[src/rtl/stat_mem_arbiter.sv]
// Per-flow statistics memory controller: arbitrates packet-size updates and host reads
// onto a 1R/1W RAM, doing saturating read-modify-write with S2/S3 hazard forwarding.
`timescale 1ns/1ps

module stat_mem_arbiter #(
  parameter int A_WIDTH    = 10,
  parameter int D_WIDTH    = 32,
  parameter int FIFO_DEPTH = 8,
  parameter int CLR_ON_RD  = 0
) (
  input  logic               clk_i,
  input  logic               rst_i,
  input  logic [A_WIDTH-1:0] upd_flow_i,
  input  logic [15:0]        upd_size_i,
  input  logic               upd_en_i,
  input  logic               rd_stb_i,
  input  logic [A_WIDTH-1:0] rd_flow_num_i,
  output logic               rd_busy_o,
  output logic [D_WIDTH-1:0] rd_data_o,
  output logic               rd_data_val_o,
  output logic               mem_rd_en_o,
  output logic [A_WIDTH-1:0] mem_rd_addr_o,
  input  logic [D_WIDTH-1:0] mem_rd_data_i,
  output logic               mem_wr_en_o,
  output logic [A_WIDTH-1:0] mem_wr_addr_o,
  output logic [D_WIDTH-1:0] mem_wr_data_o,
  output logic               fifo_full_o,
  output logic [15:0]        drop_cnt_o
);

  localparam int PW = $clog2(FIFO_DEPTH);
  localparam int CW = PW + 1;
  localparam int EW = A_WIDTH + 16;
  localparam logic [CW-1:0] DEPTH_C = CW'(FIFO_DEPTH);

  // Round-robin priority pointer
  //   state    | meaning
  //   PRI_UPD  | on contention the update FIFO wins
  //   PRI_HOST | on contention the pending host read wins
  typedef enum logic {PRI_UPD, PRI_HOST} pri_t;
  pri_t pri, pri_nxt;

  logic [EW-1:0]      fifo_mem [FIFO_DEPTH];
  logic [PW-1:0]      wr_ptr, rd_ptr;
  logic [CW-1:0]      count;
  logic               push, pop;
  logic [A_WIDTH-1:0] head_flow;
  logic [15:0]        head_size;

  logic               busy, issued;
  logic [A_WIDTH-1:0] rd_flow;
  logic               u_req, h_req, gnt_u, gnt_h;

  logic               s1_valid, s1_host;
  logic [A_WIDTH-1:0] s1_addr;
  logic [15:0]        s1_size;
  logic               s2_wr;
  logic [A_WIDTH-1:0] s2_addr;
  logic [D_WIDTH-1:0] s2_data;
  logic               s3_valid;
  logic [A_WIDTH-1:0] s3_addr;
  logic [D_WIDTH-1:0] s3_data;

  logic [D_WIDTH-1:0] old_val, sum_sat;
  logic [D_WIDTH:0]   sum_ext;

  assign head_flow = fifo_mem[rd_ptr][EW-1:16];
  assign head_size = fifo_mem[rd_ptr][15:0];
  assign u_req     = (count != '0);
  assign h_req     = busy && !issued;

  always_comb begin
    gnt_u   = 1'b0;
    gnt_h   = 1'b0;
    pri_nxt = pri;
    if (u_req && h_req) begin
      if (pri == PRI_HOST) gnt_h = 1'b1;
      else                 gnt_u = 1'b1;
      pri_nxt = (pri == PRI_HOST) ? PRI_UPD : PRI_HOST;
    end else if (u_req) begin
      gnt_u = 1'b1;
    end else if (h_req) begin
      gnt_h = 1'b1;
    end
  end

  always_ff @(posedge clk_i or negedge rst_i) begin
    if (!rst_i) pri <= PRI_UPD;
    else        pri <= pri_nxt;
  end

  assign pop           = gnt_u;
  assign push          = upd_en_i && ((count < DEPTH_C) || pop);
  assign fifo_full_o   = (count == DEPTH_C);
  assign mem_rd_en_o   = gnt_u | gnt_h;
  assign mem_rd_addr_o = gnt_u ? head_flow : (gnt_h ? rd_flow : '0);
  assign rd_busy_o     = busy;
  assign mem_wr_en_o   = s2_wr;
  assign mem_wr_addr_o = s2_addr;
  assign mem_wr_data_o = s2_data;

  always_ff @(posedge clk_i) begin
    if (push) fifo_mem[wr_ptr] <= {upd_flow_i, upd_size_i};
  end

  always_ff @(posedge clk_i or negedge rst_i) begin
    if (!rst_i) begin
      wr_ptr     <= '0;
      rd_ptr     <= '0;
      count      <= '0;
      drop_cnt_o <= '0;
    end else begin
      if (push) wr_ptr <= wr_ptr + 1'b1;
      if (pop)  rd_ptr <= rd_ptr + 1'b1;
      case ({push, pop})
        2'b10:   count <= count + 1'b1;
        2'b01:   count <= count - 1'b1;
        default: count <= count;
      endcase
      if (upd_en_i && !push && (drop_cnt_o != 16'hFFFF)) drop_cnt_o <= drop_cnt_o + 1'b1;
    end
  end

  always_ff @(posedge clk_i or negedge rst_i) begin
    if (!rst_i) begin
      busy    <= 1'b0;
      issued  <= 1'b0;
      rd_flow <= '0;
    end else if (rd_stb_i && !busy) begin
      busy    <= 1'b1;
      issued  <= 1'b0;
      rd_flow <= rd_flow_num_i;
    end else begin
      if (gnt_h)                busy   <= busy;
      if (gnt_h)                issued <= 1'b1;
      if (s1_valid && s1_host)  busy   <= 1'b0;
    end
  end

  // The younger in-flight write (S2) takes precedence over the one already in RAM-write (S3)
  always_comb begin
    old_val = mem_rd_data_i;
    if (s2_wr && (s2_addr == s1_addr))         old_val = s2_data;
    else if (s3_valid && (s3_addr == s1_addr)) old_val = s3_data;
    sum_ext = {1'b0, old_val} + {{(D_WIDTH + 1 - 16){1'b0}}, s1_size};
    sum_sat = sum_ext[D_WIDTH] ? {D_WIDTH{1'b1}} : sum_ext[D_WIDTH-1:0];
  end

  always_ff @(posedge clk_i or negedge rst_i) begin
    if (!rst_i) begin
      s1_valid      <= 1'b0;
      s1_host       <= 1'b0;
      s1_addr       <= '0;
      s1_size       <= '0;
      s2_wr         <= 1'b0;
      s2_addr       <= '0;
      s2_data       <= '0;
      rd_data_o     <= '0;
      rd_data_val_o <= 1'b0;
      s3_valid      <= 1'b0;
      s3_addr       <= '0;
      s3_data       <= '0;
    end else begin
      s1_valid      <= gnt_u | gnt_h;
      s1_host       <= gnt_h;
      s1_addr       <= mem_rd_addr_o;
      s1_size       <= gnt_u ? head_size : 16'd0;
      s2_wr         <= s1_valid && (!s1_host || (CLR_ON_RD != 0));
      rd_data_val_o <= s1_valid && s1_host;
      if (s1_valid) begin
        s2_addr <= s1_addr;
        s2_data <= s1_host ? ((CLR_ON_RD != 0) ? '0 : old_val) : sum_sat;
      end
      if (s1_valid && s1_host) rd_data_o <= old_val;
      s3_valid <= s2_wr;
      s3_addr  <= s2_addr;
      s3_data  <= s2_data;
    end
  end

endmodule

[config.mk]
export PLATFORM = sky130hd
export DESIGN_NAME = stat_mem_arbiter
export DESIGN_NICKNAME = d
export VERILOG_FILES = /design/src/rtl/stat_mem_arbiter.sv
export SDC_FILE = /design/constraint.sdc
export NUM_CORES = 1
export LEC_CHECK = 0
export CORE_MARGIN = 5
export CORE_UTILIZATION = 40
export CTS_BUF_LIST = sky130_fd_sc_hd__clkbuf_4 sky130_fd_sc_hd__clkbuf_8 sky130_fd_sc_hd__clkbuf_16
export DETAILED_ROUTE_END_ITERATION = 12
export GPL_ROUTABILITY_DRIVEN = 0
export PLACE_DENSITY = 0.68
export RECOVER_POWER = 25
export SYNTH_ARGS = -nofsm -noshare
export SYNTH_HDL_FRONTEND = slang
export SYNTH_SLANG_ARGS = --single-unit
export TNS_END_PERCENT = 5
[constraint.sdc]
create_clock -name clk_i -period 5.2 [get_ports clk_i]
set_input_delay 1.04 -clock clk_i [delete_from_list [all_inputs] [get_ports clk_i]]
set_output_delay 1.04 -clock clk_i [all_outputs]
set_load 0.05 [all_outputs]
==> flow_summary.ini <==
[outcome]
outcome = finished, final reports clean

[setup_path]
crit_type = flip-flop to flip-flop
worstPathArrival_ns = 5.15
cp-end-kind = flip-flop
cp_top_family = compound AO/OA/AOI/OAI gates
critPathMaxStageDelay_ns = 0.55
cp_max_fo = 18
start_kind = flip-flop
cpMaxStageDelayCell = or3_1
crit_required_ns = 5.60
cp_cell_sequence = xnor2_1, nand3_1, or3_1, buf_4, o21ai_0, inv_1, ha_1, o21ai_0, o21ai_1, a2111oi_2, o41ai_2, a221oi_1, or2_1, nor4_2, xnor2_1, a211o_1
critPathBufInv = 2

[detailed_routing]
wl_per_cell_um = 19.8
drt-pass1-iter-count = 5
avgViaCountPerCell = 5.26
route.antenna.remaining_nets = 0
num_vias = 9981
wl_um = 37600
drc = 0
drt_iter0_drc = 765

[floorplan]
fp.dieW_um = 214
dieArea_um2 = 45900
rows = 74
pin_count = 177
fp.coreArea_um2 = 41000
die_h_um = 214
start_util_pct = 40.7

[global_route]
overflow = 0
use_met2_pct = 26.2
antenna_found_initial = 8
grt_max_degree = 123
grtUsageMet3_pct = 3.35
grt_busiest_layer = met2
use_met1_pct = 23.2
grt_pass1_wl_um = 60600
grt_usage_pct = 16.3
grt_pass1_vias = 10300

[cts]
tritoncts = done
htree_levels = 2
cts_setup_buffers = 0
clk_pin_slew_ns = 0.06
clk_path_buf_depth = 3
clock-root-buffer = clkbuf_16
clock_latency_ns = 0.53
cts-buffers-inserted = 40
cts.sinks = 394

[synth]
yosys-mux-area-fraction_pct = 13.4
synthSimpleGateAreaFrac_pct = 7.24
syn_avg_cell_area_um2 = 14.5
ys_types = 64
async_reset_ff_share_pct = 47.2
synth_fa_ha_area_share_pct = 1.89
synth-seq-cells = 394
synth_compound_area_share_pct = 6.58
seq_area_frac_synth_pct = 65.3
synthXorXnorAreaFrac_pct = 3.25
synth_fp_nets = 1249
synth_edf_count = 208
synth_top_family_by_area = multiplexers
syn_area_um2 = 16700
synth_ff_type = edfxtp_1
yosys_warnings = 0
netlist_instances = 1153

[place]
port_buffers = 176
post-dp-hpwl_um = 25100
dpl_worst_slack_ns = 0.356
placed_cells = 1831
dpl-instance-area_um2 = 19100

[final_layout]
utilization_pct = 49.9
nets = 1437
design_area_um2 = 20500
drive_above_1_share_pct = 15.2
layout.cells.non_filler = 1898
syn2layout_area_growth_pct = 22.6

[power_and_ir_drop]
p_leak_nw = 7.80
irDropWorstVdd_mv = 0.386
cellPowerDensity_nw_per_um2 = 640

[sta]
min_period_ns = 4.74
setup-violations-final = 0
rsz0062_at_grt = false
fin_setup_tns_ns = 0
fin_crit_sh_pct = 91.2
clock_skew_ns = 0.0170
setup_ws_ns = 0.457
tightest_slew_ns = 1.12
drv_slew = 0
finalHoldViolations = 0
relSlewSlack_pct = 25.1
max_freq_mhz = 211

[hold_path]
hold_path.class = flip-flop to flip-flop

[run]
drv_cap = 0
-- worst paths after layout --
check | slack [ns] | to | cells after the start | from
worst max-delay path | 0.46 | mem_wr_data_o[21] | 16 | s1_addr[5]
worst min-delay path | 0.42 | s3_data[9] | 0 | mem_wr_data_o[9]
worst max register to register | 0.46 | mem_wr_data_o[21] | 16 | s1_addr[5]
worst min register to register | 0.42 | s3_data[9] | 0 | mem_wr_data_o[9]
max in group asynchronous | 3.48 | drop_cnt_o[9] | 2 | rst_i
min in group asynchronous | 0.67 | s3_data[31] | 1 | rst_i
-- synth_stat cells (4+ instances only) --
cell type,count,area (µm²)
a211o_1,6,52.6
a21o_1,9,67.6
a21oi_1,18,90.1
a31oi_1,7,43.8
and3_1,5,31.3
buf_1,10,37.5
buf_2,4,20.0
buf_4,4,30.0
clkbuf_1,32,120
dfrtp_1,186,4650
edfxtp_1,208,6250
ha_1,22,275
inv_1,41,154
mux2_2,35,394
mux2i_1,63,631
mux4_2,52,1170
nand2_1,110,413
nand2b_1,8,50.1
nand3_1,19,95.1
nand4_1,7,43.8
nor2_1,57,214
nor2b_1,10,62.6
nor3_1,11,55.1
nor4_1,4,25.0
o211ai_1,4,30.0
o21a_1,5,37.5
o21ai_0,57,285
o21ai_1,21,105
o21ai_2,6,52.6
o21bai_1,4,30.0
o22ai_1,5,31.3
o311ai_1,14,123
xnor2_1,41,359
xor2_1,21,184
-- power by group --
part	leakage [nW]	total [mW]	internal [mW]	switching, mW
clock	0.666	2.93	1.77	1.15
sequential	4.12	4.89	4.20	0.684
combinational	3.02	5.27	2.05	3.22
-- layer usage --
metal / part of all wire, % / vias up
met1: 45 / 5022
met5: 0.18 / -
met4: 1.6 / 12
met2: 47 / 248
met3: 5.6 / 57
li1: - / 4642
-- placed cells by master (no fill, tap or decap), types with 5 or more instances in the layout --
cell | Yosys | layout
nand3_1 | 19 | 19
nand4_1 | 7 | 7
dfrtp_1 | 186 | 183
bufinv_16 | 0 | 5
mux2_2 | 35 | 35
nor3_1 | 11 | 9
ha_1 | 22 | 22
clkbuf_4 | 0 | 12
o21ai_2 | 6 | 6
a21oi_1 | 18 | 18
o21ai_1 | 21 | 21
clkbuf_16 | 0 | 41
nand2_1 | 110 | 110
nor2b_1 | 10 | 10
clkdlybuf4s50_1 | 0 | 151
xor2_1 | 21 | 21
mux4_2 | 52 | 52
edfxtp_1 | 208 | 208
a211o_1 | 6 | 6
a31oi_1 | 7 | 7
dlygate4sd3_1 | 0 | 24
o21ai_0 | 57 | 57
o21a_1 | 5 | 5
inv_1 | 41 | 41
mux2i_1 | 63 | 63
o22ai_1 | 5 | 5
buf_4 | 4 | 22
a21o_1 | 9 | 9
o311ai_1 | 14 | 14
nor2_1 | 57 | 51
xnor2_1 | 41 | 41
nor2_4 | 0 | 6
nand2b_1 | 8 | 8
-- registers in the layout (all words and copies together), names as in the netlist, 3 cells and up --
register	flops
rd_ptr	3
drop_cnt_o	16
mem_wr_addr_o	10
s1_size	16
mem_wr_data_o	32
count	4
rd_flow	10
rd_data_o	32
s3_data	32
s3_addr	10
wr_ptr	3
fifo_mem	208
s1_addr	10
-- logic make-up (layout without fill, tap and decap cells) --
logic type,Yosys count,in the layout
flip-flops,394,394
multiplexers,153,153
AO/OA/AOI/OAI,172,172
adder cells (fa/ha/maj),24,24
AND/OR/NAND/NOR,254,254
XOR/XNOR,62,62
buffers and inverters,94,306
other,0,1
-- metrics by stage --
step                      hold WS (ns)  total power [mW]
after global routing             0.446              13.8
after global placement           0.423              10.2
final                            0.423              13.1
after detailed placement         0.419              10.3
after floorplan                  0.477              8.47
after CTS                        0.434              13.2
-- worst reg2reg max path: stages, from the launching register on --
cell and delay [ns]:
dfrtp_1 0.41, xnor2_1 0.26, nand3_1 0.11, or3_1 0.55, buf_4 0.27, o21ai_0 0.34, inv_1 0.09, ha_1 0.36
o21ai_0 0.13, o21ai_1 0.26, a2111oi_2 0.14, o41ai_2 0.45, a221oi_1 0.20, or2_1 0.39, nor4_2 0.31, xnor2_1 0.09
a211o_1 0.29
-- area by class of cell --
type | instances | area, µm²
clock inverter | 12 | 203
inverter | 42 | 158
timing repair buffer | 198 | 1930
fill | 3418 | 20600
antenna | 1 | 2.50
clock buffer | 54 | 1130
multi-input combinational | 665 | 5460
sequential | 394 | 10900
tap | 532 | 666
-- repair_timing --
item	in CTS	in global routing
hold buffers	0	0
endpoints found under the setup margin	0	1
resized for setup	0	1
No activity file was read; power rests on OpenSTA's default activity.
